[src/rtl/multicycle_control.sv]
// Multi-cycle control FSM for the RV32I core: fetches over a ready handshake,
// sequences the datapath strobes, counts retired instructions, halts on illegal encodings.
module multicycle_control #(
    parameter int unsigned DATA_WIDTH  = 32,
    parameter int unsigned INSTR_WIDTH = 32
) (
    input  logic                   clk,
    input  logic                   rst_n,
    input  logic [INSTR_WIDTH-1:0] instr,
    input  logic                   mem_ready,
    input  logic                   zero,
    input  logic                   lt,
    input  logic                   ltu,
    output logic [INSTR_WIDTH-1:0] ir,
    output logic [2:0]             imm_sel,
    output logic                   mem_req,
    output logic                   mem_we,
    output logic                   addr_sel,
    output logic                   alu_src_a,
    output logic [1:0]             alu_src_b,
    output logic [1:0]             alu_op,
    output logic                   pc_we,
    output logic [1:0]             pc_src,
    output logic                   reg_we,
    output logic [1:0]             result_sel,
    output logic                   illegal,
    output logic [DATA_WIDTH-1:0]  instret
);

    localparam logic [6:0] OP_R      = 7'b0110011;
    localparam logic [6:0] OP_I      = 7'b0010011;
    localparam logic [6:0] OP_LUI    = 7'b0110111;
    localparam logic [6:0] OP_AUIPC  = 7'b0010111;
    localparam logic [6:0] OP_LOAD   = 7'b0000011;
    localparam logic [6:0] OP_STORE  = 7'b0100011;
    localparam logic [6:0] OP_BRANCH = 7'b1100011;
    localparam logic [6:0] OP_JAL    = 7'b1101111;
    localparam logic [6:0] OP_JALR   = 7'b1100111;

    typedef enum logic [3:0] {
        S_FETCH, S_DECODE, S_EXEC, S_MEMADDR, S_MEMRD,
        S_MEMWR, S_BRANCH, S_JUMP, S_WB, S_HALT
    } state_t;

    state_t     state, next_state;
    logic [6:0] opcode;
    logic [2:0] funct3;
    logic       taken;

    assign opcode = ir[6:0];
    assign funct3 = ir[14:12];

    // State, instruction register, retire counter and sticky halt flag
    always_ff @(posedge clk or negedge rst_n) begin
        if (!rst_n) begin
            state   <= S_FETCH;
            ir      <= '0;
            instret <= '0;
            illegal <= 1'b0;
        end else begin
            state <= next_state;
            if (state == S_FETCH && mem_ready)
                ir <= instr;
            if (pc_we)
                instret <= instret + DATA_WIDTH'(1);
            if (next_state == S_HALT)
                illegal <= 1'b1;
        end
    end

    // Branch condition by funct3; 010/011 are not valid branches
    always_comb begin
        taken = 1'b0;
        case (funct3)
            3'b000:  taken = zero;
            3'b001:  taken = !zero;
            3'b100:  taken = lt;
            3'b101:  taken = !lt;
            3'b110:  taken = ltu;
            3'b111:  taken = !ltu;
            default: taken = 1'b0;
        endcase
    end

    // Next state and combinational datapath controls
    always_comb begin
        next_state = state;
        imm_sel    = 3'b000;
        mem_req    = 1'b0;
        mem_we     = 1'b0;
        addr_sel   = 1'b0;
        alu_src_a  = 1'b0;
        alu_src_b  = 2'b00;
        alu_op     = 2'b00;
        pc_we      = 1'b0;
        pc_src     = 2'b00;
        reg_we     = 1'b0;
        result_sel = 2'b00;

        case (opcode)
            OP_LUI, OP_AUIPC: imm_sel = 3'b001;
            OP_STORE:         imm_sel = 3'b010;
            OP_LOAD:          imm_sel = 3'b100;
            OP_JAL:           imm_sel = 3'b011;
            OP_BRANCH:        imm_sel = 3'b111;
            default:          imm_sel = 3'b000;
        endcase

        case (state)
            S_FETCH: begin
                mem_req = 1'b1;
                if (mem_ready)
                    next_state = S_DECODE;
            end
            S_DECODE: begin
                case (opcode)
                    OP_R, OP_I, OP_LUI, OP_AUIPC: next_state = S_EXEC;
                    OP_LOAD, OP_STORE:            next_state = S_MEMADDR;
                    OP_BRANCH:                    next_state = S_BRANCH;
                    OP_JAL, OP_JALR:              next_state = S_JUMP;
                    default:                      next_state = S_HALT;
                endcase
            end
            S_EXEC: begin
                case (opcode)
                    OP_R:     begin alu_src_a = 1'b1; alu_src_b = 2'b00; alu_op = 2'b10; end
                    OP_I:     begin alu_src_a = 1'b1; alu_src_b = 2'b01; alu_op = 2'b10; end
                    OP_LUI:   begin alu_src_b = 2'b01; alu_op = 2'b11; end
                    default:  begin alu_src_b = 2'b01; alu_op = 2'b00; end
                endcase
                next_state = S_WB;
            end
            S_MEMADDR: begin
                alu_src_a  = 1'b1;
                alu_src_b  = 2'b01;
                next_state = (opcode == OP_STORE) ? S_MEMWR : S_MEMRD;
            end
            S_MEMRD: begin
                mem_req   = 1'b1;
                addr_sel  = 1'b1;
                alu_src_a = 1'b1;
                alu_src_b = 2'b01;
                if (mem_ready)
                    next_state = S_WB;
            end
            S_MEMWR: begin
                mem_req  = 1'b1;
                mem_we   = 1'b1;
                addr_sel = 1'b1;
                if (mem_ready) begin
                    pc_we      = 1'b1;
                    next_state = S_FETCH;
                end
            end
            S_BRANCH: begin
                alu_src_a = 1'b1;
                alu_op    = 2'b01;
                if (funct3 == 3'b010 || funct3 == 3'b011) begin
                    next_state = S_HALT;
                end else begin
                    pc_we      = 1'b1;
                    pc_src     = taken ? 2'b01 : 2'b00;
                    next_state = S_FETCH;
                end
            end
            S_JUMP: begin
                reg_we     = 1'b1;
                result_sel = 2'b10;
                pc_we      = 1'b1;
                if (opcode == OP_JALR) begin
                    alu_src_a = 1'b1;
                    alu_src_b = 2'b01;
                    pc_src    = 2'b10;
                end else begin
                    pc_src = 2'b01;
                end
                next_state = S_FETCH;
            end
            S_WB: begin
                reg_we     = 1'b1;
                pc_we      = 1'b1;
                result_sel = (opcode == OP_LOAD) ? 2'b01 : 2'b00;
                next_state = S_FETCH;
            end
            S_HALT:  next_state = S_HALT;
            default: next_state = S_FETCH;
        endcase

        // Reset kills any in-flight request or write in the same cycle
        if (!rst_n) begin
            mem_req = 1'b0;
            mem_we  = 1'b0;
            pc_we   = 1'b0;
            reg_we  = 1'b0;
        end
    end

endmodule
[config.mk]
export PLATFORM = sky130hd
export DESIGN_NAME = multicycle_control
export DESIGN_NICKNAME = d
export VERILOG_FILES = /design/src/rtl/multicycle_control.sv
export SDC_FILE = /design/constraint.sdc
export NUM_CORES = 1
export LEC_CHECK = 0
export ABC_CLOCK_PERIOD_IN_PS = 2500
export BUFFER_PORTS_ARGS = -buffer_cell sky130_fd_sc_hd__buf_2
export CAP_MARGIN = 15
export CORE_ASPECT_RATIO = 2
export CORE_MARGIN = 1
export CORE_UTILIZATION = 50
export DETAILED_ROUTE_END_ITERATION = 6
export PLACE_DENSITY = 0.8
export SLEW_MARGIN = 20
export SYNTH_ARGS = -nofsm -noshare
export SYNTH_HDL_FRONTEND = slang
export SYNTH_SLANG_ARGS = --single-unit
[constraint.sdc]
create_clock -name clk -period 2.5 [get_ports clk]
set_input_delay 0.5 -clock clk [delete_from_list [all_inputs] [get_ports clk]]
set_output_delay 0.5 -clock clk [all_outputs]
set_load 0.01 [all_outputs]
==> results.sh <==
export IMPL_maxSlewHeadroom_pct=63.64
export IMPL_synth_edf_count=0
export IMPL_slew_violations=0
export IMPL_setup_tns_final_ns=0
export IMPL_yosysWarningCount=0
export IMPL_r2r_slack_ns=0.38
export IMPL_root_buffer="clkbuf_16"
export IMPL_ios=120
export IMPL_rr_worst_depth=6
export IMPL_port_buffers=118
export IMPL_crit_arrival_ns=1.88
export IMPL_clock_path_buffers=2
export IMPL_required_ns=2.00
export IMPL_synth_mux_area_share_pct=10.83
export IMPL_ant_nets=0
export IMPL_post_route_util_pct=67.14
export IMPL_power_density_mw_per_mm2=999.3
export IMPL_maxCapViolCount=0
export IMPL_grt_first_pass_wirelength_microns=12560
export IMPL_first_pass_iters=4
export IMPL_setup_viol=0
export IMPL_antenna_cells=0
export IMPL_clk_latency_ns=0.33
export IMPL_async_flop_share_pct=100.0
export IMPL_mostFrequentLayoutCells="buf_2 (117), dfrtp_1 (67), mux2_2 (32)"
export IMPL_leakage_uw=0.002254
export IMPL_fin_crit_sh_pct=95.27
export IMPL_nFillCells=559
export IMPL_ctsResizeCount=0
export IMPL_synth_top_family_by_area="simple AND/OR/NAND/NOR gates"
export IMPL_syn_avg_cell_area_sq_um=11.03
export IMPL_start_util_pct=51.64
export IMPL_synth_xor_area_share_pct=8.708
export IMPL_grt_pass1_vias=2810
export IMPL_area_growth_pct=30.00
export IMPL_ys_types=51
export IMPL_worst_slack_ns=0.1183
export IMPL_fmax_ghz=0.4199
export IMPL_synthesis_instances=310
export IMPL_cts_num_sinks=69
export IMPL_rows=42
export IMPL_holdBufCountCts=0
export IMPL_outcome="complete, no violations"
export IMPL_avgRoutedWirePerCell_microns=15.22
export IMPL_end_kind="output port"
export IMPL_vias_per_cell=5.369
export IMPL_die_area_sq_mm=0.007194
export IMPL_crit_path_start_kind="flop"
export IMPL_hold_violations=0
export IMPL_ir_drop_mv=0.7991
export IMPL_drc=0
export IMPL_cts_tree="yes"
export IMPL_netlist_area_sq_mm=0.003420
export IMPL_path_clk_slew_ns=0.06
export IMPL_grt_start_max_net_pins=40
export IMPL_crit_fanout=12
export IMPL_cts_setup_buffers=0
export IMPL_fin_crit_ns=2.382
export IMPL_synthAdderAreaFrac_pct=0.3659
export IMPL_grt_ovfl_total=0
export IMPL_synth_simple_area_share_pct=21.70
export IMPL_core_sq_mm=0.006621
export IMPL_drive_gt1_share_pct=43.34
export IMPL_place_congestion=0.8835
export IMPL_rsz0062_at_grt="no"
export IMPL_finalWirelength_microns=8081
export IMPL_numCtsBuffers=9
export IMPL_place_hpwl_microns=6201
export IMPL_antenna_found_initial=0
export IMPL_htree_levels=3
export IMPL_ys_ff_latch=69
export IMPL_nNetsFinal=477
export IMPL_dp_slack_ns=0.4217
export IMPL_skew_ns=0.008863
export IMPL_hold_path_class="primary input to async pin"
export IMPL_synth_flop_cell="dfrtp_1"
export IMPL_syn_nets=349
export IMPL_ys_seq_area_share_pct=50.49
export IMPL_fp_dieH_microns=119.0
export IMPL_tightestPinTransition_ns=0.5413
export IMPL_drtIter0Drc=112
export IMPL_final_common_cell="buf_2"
export IMPL_synth_compound_area_share_pct=4.537
export IMPL_dr_total_vias=2851
export IMPL_path_class="flop to output port"
export IMPL_grt_usage_pct=23.83
export IMPL_die_w_microns=60.48
==> per-stage QoR <==
| stage | hold slack, ns | total power, uW | cell area (sq um) | std cells |
|---|---|---|---|---|
| final | 0.2240 | 4442 | 4446 | 531 |
| after CTS | 0.2320 | 4482 | 4438 | 531 |
| after global routing | 0.2541 | 4696 | 4446 | 531 |
| after floorplan | 0.2044 | 2607 | 3420 | 310 |
| after global placement | 0.4527 | 3125 | 4128 | 515 |
| after detailed placement | 0.4567 | 3180 | 4128 | 515 |
==> kinds of logic (layout without fill, tap and decap cells) <==
group | Yosys count | after routing
and+or+nand+nor | 131 | 131
DFF | 69 | 69
AOI/OAI and AO/OA | 22 | 22
xor gates and xnor gates | 34 | 34
adders and majority gates | 1 | 1
muxes | 33 | 33
buffers and inverters | 19 | 152
other | 1 | 1
==> critical path, stage by stage, from the launching register on <==
cell and delay, ns:
dfrtp_2 0.48, nor2b_4 0.17, nand3_1 0.10, inv_1 0.06, o21a_2 0.21, o21ba_1 0.32
inv_2 0.06, buf_2 0.14
==> sequential cells by signal (all words and copies together) (netlist names) <==
signal / flops
instret: 32
illegal: 1
ir: 32
state: 4
==> path summary, 6_finish.rpt <==
path / start / to
setup / recovery: state[2] / pc_we
hold / removal: rst_n / state[2]
setup reg to reg: state[0] / instret[26]
hold reg to reg: illegal / illegal
max in group asynchronous: rst_n / state[1]
min in group clk: instr[18] / ir[18]
==> synthesized netlist by cell type (4+ instances only) <==
library cell,count,share of area (%)
a21oi_1,4,0.59
buf_6,4,1.3
clkbuf_1,4,0.44
dfrtp_1,69,50
inv_1,4,0.44
mux2_2,32,11
nand2_1,29,3.2
nand2b_1,6,1.1
nand3_1,16,2.3
nand4_1,12,2.2
nor2_1,27,3.0
nor2b_1,5,0.91
nor3_1,10,1.5
xnor2_1,16,4.1
xor2_1,18,4.6
==> final cells by class <==
| cell class | count | area, sq um | area share [%] |
|---|---|---|---|
| clock inverter | 5 | 57.56 | 1.295 |
| multi-input combinational | 222 | 1587 | 35.69 |
| sequential | 69 | 1729 | 38.90 |
| clock buffer | 11 | 252.7 | 5.685 |
| timing repair buffer | 131 | 690.7 | 15.54 |
| inverter | 5 | 18.77 | 0.4222 |
| tap | 88 | 110.1 | 2.477 |
==> metal layers <==
layer  vias to the layer above  GRT usage, %  wire length [microns]
li1                       1344             -                      -
met1                      1384         24.31                   2824
met2                        98         41.07                   4485
met3                        25         6.080                    404
met4                         0         14.49                    366
met5                         -             0                      0
==> where the power goes <==
part           internal [uW]  switching (uW)  leakage, uW
Combinational            689             724      0.00122
Clock                    827             466     0.000156
Sequential              1430             305     0.000881
Power figures use the tool's default switching activity.
